===== src/rtl/div_sequencer.sv =====
// rtl/div_sequencer.sv - control sequencer for a shift-subtract divider stage
// Optional result self-check is enabled by defining DIVSEQ_CHECK_EN.
module div_sequencer #(
  parameter int DW = 4
) (
  input  logic            clk,
  input  logic            rst,
  input  logic            in_valid,
  output logic            in_ready,
  input  logic [DW-1:0]   dividend,
  input  logic [DW-1:0]   divisor,
  output logic            out_valid,
  input  logic            out_ready,
  output logic [DW-1:0]   quotient,
  output logic [DW-1:0]   remainder,
  output logic            div_zero,
  output logic [2*DW:0]   dp_inX,
  output logic [DW-1:0]   dp_Div,
  output logic            dp_start,
  output logic            dp_D,
  input  logic [2*DW:0]   dp_outX
`ifdef DIVSEQ_CHECK_EN
  ,
  output logic            chk_err
`endif
);

  localparam int CW = (DW > 1) ? $clog2(DW) : 1;
  localparam logic [CW-1:0] CNT_LAST = CW'(DW - 1);

  typedef enum logic [1:0] {IDLE, RUN, FLUSH, OUT} state_t;

  state_t          state_q, state_d;
  logic [CW-1:0]   cnt_q, cnt_d;
  logic [DW-1:0]   dividend_q, dividend_d;
  logic [DW-1:0]   divisor_q, divisor_d;
  logic [DW-1:0]   quotient_q, quotient_d;
  logic [DW-1:0]   remainder_q, remainder_d;
  logic            div_zero_q, div_zero_d;
  logic            out_valid_q, out_valid_d;
  logic            dp_start_q, dp_start_d;
  logic            dp_D_q, dp_D_d;
  logic            outx_msb_unused;
`ifdef DIVSEQ_CHECK_EN
  logic            chk_err_q, chk_err_d;
`endif

  always_comb begin
    state_d     = state_q;
    cnt_d       = cnt_q;
    dividend_d  = dividend_q;
    divisor_d   = divisor_q;
    quotient_d  = quotient_q;
    remainder_d = remainder_q;
    div_zero_d  = div_zero_q;
    out_valid_d = out_valid_q;
    dp_start_d  = dp_start_q;
    dp_D_d      = dp_D_q;
`ifdef DIVSEQ_CHECK_EN
    chk_err_d   = chk_err_q;
`endif
    case (state_q)
      IDLE: begin
        if (in_valid) begin
          dividend_d = dividend;
          divisor_d  = divisor;
          cnt_d      = '0;
          // Divide-by-zero never touches the stage; answer is produced here.
          if (divisor == '0) begin
            state_d     = OUT;
            quotient_d  = '1;
            remainder_d = dividend;
            div_zero_d  = 1'b1;
            out_valid_d = 1'b1;
          end else begin
            state_d    = RUN;
            dp_start_d = 1'b1;
          end
        end
      end
      RUN: begin
        if (cnt_q == CNT_LAST) begin
          state_d = FLUSH;
          cnt_d   = '0;
          dp_D_d  = 1'b1;
        end else begin
          cnt_d = cnt_q + CW'(1);
        end
      end
      FLUSH: begin
        quotient_d  = dp_outX[DW-1:0];
        remainder_d = dp_outX[2*DW-1:DW];
        div_zero_d  = 1'b0;
        out_valid_d = 1'b1;
        dp_start_d  = 1'b0;
        dp_D_d      = 1'b0;
        state_d     = OUT;
`ifdef DIVSEQ_CHECK_EN
        chk_err_d = (dp_outX[DW-1:0] != (dividend_q / divisor_q)) ||
                    (dp_outX[2*DW-1:DW] != (dividend_q % divisor_q));
`endif
      end
      OUT: begin
        if (out_ready) begin
          state_d     = IDLE;
          out_valid_d = 1'b0;
`ifdef DIVSEQ_CHECK_EN
          chk_err_d   = 1'b0;
`endif
        end
      end
      default: state_d = IDLE;
    endcase
  end

  always_ff @(posedge clk) begin
    if (rst) begin
      state_q     <= IDLE;
      cnt_q       <= '0;
      dividend_q  <= '0;
      divisor_q   <= '0;
      quotient_q  <= '0;
      remainder_q <= '0;
      div_zero_q  <= 1'b0;
      out_valid_q <= 1'b0;
      dp_start_q  <= 1'b0;
      dp_D_q      <= 1'b0;
`ifdef DIVSEQ_CHECK_EN
      chk_err_q   <= 1'b0;
`endif
    end else begin
      state_q     <= state_d;
      cnt_q       <= cnt_d;
      dividend_q  <= dividend_d;
      divisor_q   <= divisor_d;
      quotient_q  <= quotient_d;
      remainder_q <= remainder_d;
      div_zero_q  <= div_zero_d;
      out_valid_q <= out_valid_d;
      dp_start_q  <= dp_start_d;
      dp_D_q      <= dp_D_d;
`ifdef DIVSEQ_CHECK_EN
      chk_err_q   <= chk_err_d;
`endif
    end
  end

  // in_ready is a state decode so it is high on the first IDLE cycle after reset.
  assign in_ready        = (state_q == IDLE) && !rst;
  assign out_valid       = out_valid_q;
  assign quotient        = quotient_q;
  assign remainder       = remainder_q;
  assign div_zero        = div_zero_q;
  assign dp_inX          = {{(DW+1){1'b0}}, dividend_q};
  assign dp_Div          = divisor_q;
  assign dp_start        = dp_start_q;
  assign dp_D            = dp_D_q;
  assign outx_msb_unused = dp_outX[2*DW];
`ifdef DIVSEQ_CHECK_EN
  assign chk_err         = chk_err_q;
`endif

endmodule


===== config.mk =====
export PLATFORM = sky130hd
export DESIGN_NAME = div_sequencer
export DESIGN_NICKNAME = d
export VERILOG_FILES = /design/src/rtl/div_sequencer.sv
export SDC_FILE = /design/constraint.sdc
export NUM_CORES = 1
export LEC_CHECK = 0
export CAP_MARGIN = 25
export CORE_MARGIN = 2
export CORE_UTILIZATION = 40
export CTS_CLUSTER_SIZE = 25
export DETAILED_ROUTE_END_ITERATION = 7
export PLACE_DENSITY = 0.77
export SLEW_MARGIN = 30
export SYNTH_ARGS = -nofsm -noshare
export SYNTH_HDL_FRONTEND = slang
export SYNTH_SLANG_ARGS = --single-unit
export TNS_END_PERCENT = 30

===== constraint.sdc =====
create_clock -name clk -period 2.4 [get_ports clk]
set_input_delay 0.48 -clock clk [delete_from_list [all_inputs] [get_ports clk]]
set_output_delay 0.48 -clock clk [all_outputs]
set_load 0.005 [all_outputs]

==> results.json <==
{
  "synth_top_family_by_area": "compound AO/OA/AOI/OAI gates",
  "diodes": 0,
  "h-tree-depth": 1,
  "crit_type": "reg2out",
  "post_cts.repair.setup_buffers": 0,
  "wl_um": 2781,
  "start_util_pct": 42.47,
  "dp_hpwl_um": 2115,
  "grtUsageMet1_pct": 20.25,
  "cts.repair.resized": 0,
  "max_cap_violations": 0,
  "grt_overflow": 0,
  "synthAdderAreaFrac_pct": 7.479,
  "crit_arrival_ns": 1.80,
  "setup_viol": 0,
  "grt_usage_pct": 17.64,
  "reg2reg_slack_ns": 0.57,
  "cts_root_buf": "clkbuf_4",
  "fin_crit_sh_pct": 95.01,
  "synth_edf_count": 0,
  "ios": 47,
  "hold_end": "dp_Div[3]",
  "io_buffers": 40,
  "status": "finished clean",
  "antenna_found_initial": 0,
  "gp_congestion": 0.8334,
  "required_ns": 1.92,
  "via_per_inst": 5.389,
  "synth_flop_cell": "dfxtp_1",
  "synth_commonest_cells": "24 x dfxtp_1, 11 x nand2_1, 9 x nand3_1",
  "synth_compound_area_share_pct": 23.40,
  "rsz0062_at_grt": "no",
  "ys_types": 29,
  "syn_inst": 125,
  "grt_pass1_wl_um": 4629,
  "met3_usage_pct": 4.688,
  "antenna_left": 0,
  "vdd_drop_max_uv": 833.4,
  "syn_area_mm2": 0.001171,
  "grt_pass1_vias": 1063,
  "crit_fanout": 6,
  "wire_per_inst_um": 14.05,
  "ys_async_sr_fraction_pct": 0,
  "synth_seq_cells": 24,
  "tns_ns": 0,
  "die_h_um": 58.11,
  "cts_hold_buf": 0,
  "synth-simple-area-share_pct": 14.96,
  "clock_skew_ns": 0.009061,
  "clock_sinks": 24,
  "synth_most_common_cell": "dfxtp_1",
  "clockBufferDepth": 2,
  "powerDensity_mw_per_mm2": 1037,
  "syn_to_final_growth_pct": 42.09,
  "synth_area_leaders": "dfxtp_1 41%, ha_1 7.5%, mux2i_1 5.1%, o221a_2 4.8%, a211oi_1 4.5%",
  "drc": 0,
  "top_usage_layer": "met2",
  "power.leakage_uw": 0.0006555,
  "muxShareOfSynthArea_pct": 5.128,
  "core_mm2": 0.002758,
  "slew_headroom_pct": 67.01,
  "rows": 19,
  "synth_top_area_share_pct": 41.03,
  "avgSynthCellArea_um2": 9.369,
  "fin_nets": 196,
  "holdCritStartpoint": "dp_Div[3]",
  "cp-start-kind": "register",
  "yosys.area_share.xor_xnor_pct": 0,
  "critPathCaptureType": "output pin",
  "power_uw": 1725,
  "timing.rr.end": "quotient[1]",
  "cts_tree": "built",
  "hold_viol": 0,
  "vias": 1067,
  "yosysWarnings": 0,
  "fmax_ghz": 0.4386,
  "tightest_slew_ns": 0.4903,
  "min_path_cells": 2,
  "clk_pin_slew_ns": 0.13,
  "post-route-min-period_ns": 2.280,
  "min_path_type": "reg2reg",
  "place_ws_ns": 0.2281,
  "ys_seq_area_share_pct": 41.03,
  "drt_iter0_drc": 25,
  "fp.dieArea_mm2": 0.003377,
  "fin_ws_ns": 0.1198,
  "drive_above_1_share_pct": 11.38,
  "grt_util_met2_pct": 31.98,
  "cts_made_buffers": 3,
  "fin_util_pct": 60.34,
  "drv_slew": 0,
  "dr.pass1.iters": 4,
  "yosysTopAreaCell": "dfxtp_1",
  "reg2reg_from": "state_q[0]",
  "dieWidth_um": 58.11,
  "worst-r2r-cell-count": 5,
  "clk_latency_ns": 0.32,
  "grt_max_degree": 19
}
placed cells by master, fill, tap and decap left out:
cell type | synthesis | routed
clkdlybuf4s50_1 | 0 | 40
dfxtp_1 | 24 | 24
nand2_1 | 11 | 11
nand3_1 | 9 | 9
a21oi_1 | 8 | 8
a211oi_1 | 7 | 7
mux2i_1 | 6 | 6
a31oi_1 | 6 | 6
nor2_1 | 6 | 6
ha_1 | 7 | 6
buf_4 | 5 | 6
inv_1 | 5 | 5
o221a_2 | 5 | 5
conb_1 | 1 | 5
nand2b_1 | 3 | 3
clkbuf_4 | 0 | 3
and3_1 | 2 | 2
a32oi_1 | 2 | 2
nor2b_1 | 1 | 1
o41ai_4 | 1 | 1
or2_2 | 1 | 1
nor4_1 | 1 | 1
o211a_1 | 1 | 1
and4_2 | 1 | 1
a41oi_1 | 1 | 1
and2_1 | 1 | 1
a221oi_1 | 1 | 1
a21boi_0 | 1 | 1
o21a_1 | 1 | 1
ha_4 | 0 | 1
bufinv_16 | 0 | 1
logic make-up after synthesis:
logic type / after synthesis
AND/OR/NAND/NOR: 36
AO/OA/AOI/OAI: 34
flip-flops: 24
buffers and inverters: 17
adder cells (fa/ha/maj): 7
multiplexers: 6
other: 1
how the worst max path moves through the flow:
stage / start / end / cells after the start
after floorplan: state_q[0] / quotient[0] / 6
after global placement: divisor[1] / quotient[0] / 4
after detailed placement: divisor[1] / quotient[1] / 4
after CTS: state_q[1] / in_ready / 4
after global routing: state_q[1] / in_ready / 4
final: state_q[1] / in_ready / 4
metal layers:
layer  share of wire (%)  vias to the layer above
met5                   0                        -
met4                0.61                        0
met3                 3.7                        2
met2                  53                       23
met1                  43                      511
li1                    -                      531
where the power goes:
| group | internal, uW | switching, uW |
|---|---|---|
| sequential | 517 | 76.0 |
| combinational | 460 | 378 |
| clock | 169 | 124 |
registers in the layout, summed over array words and instances (netlist names):
| register | cells |
|---|---|
| dp_Div | 4 |
| remainder | 4 |
| quotient | 4 |
| dividend_q | 4 |
| dp_start | 1 |
| state_q | 2 |
| div_zero | 1 |
| cnt_q | 2 |
| dp_D | 1 |
| out_valid | 1 |
worst max-delay path, cell delays in order (launching register included):
cell	delay, ns
dfxtp_1	0.37
inv_1	0.17
ha_4	0.21
nor2b_1	0.20
clkdlybuf4s50_1	0.54
layout make-up:
cell class                      instances  area, um2
Multi-Input combinational cell         88      628.1
Clock buffer                            3      22.52
Fill cell                             235       1094
Timing Repair Buffer                   46      445.4
Tap cell                               31      38.79
Clock inverter                          1      30.03
Sequential cell                        24      480.5
Inverter                                5      18.77
through the flow:
| step | instance area (um2) | cells | hold WS [ns] |
|---|---|---|---|
| floorplan | 1186 | 129 | 0.4527 |
| detailed placement | 1599 | 194 | 0.4535 |
| CTS | 1652 | 198 | 0.4716 |
| global placement | 1599 | 194 | 0.4462 |
| finish | 1664 | 198 | 0.4701 |
| global route | 1664 | 198 | 0.4906 |
Power figures use the tool's default switching activity.
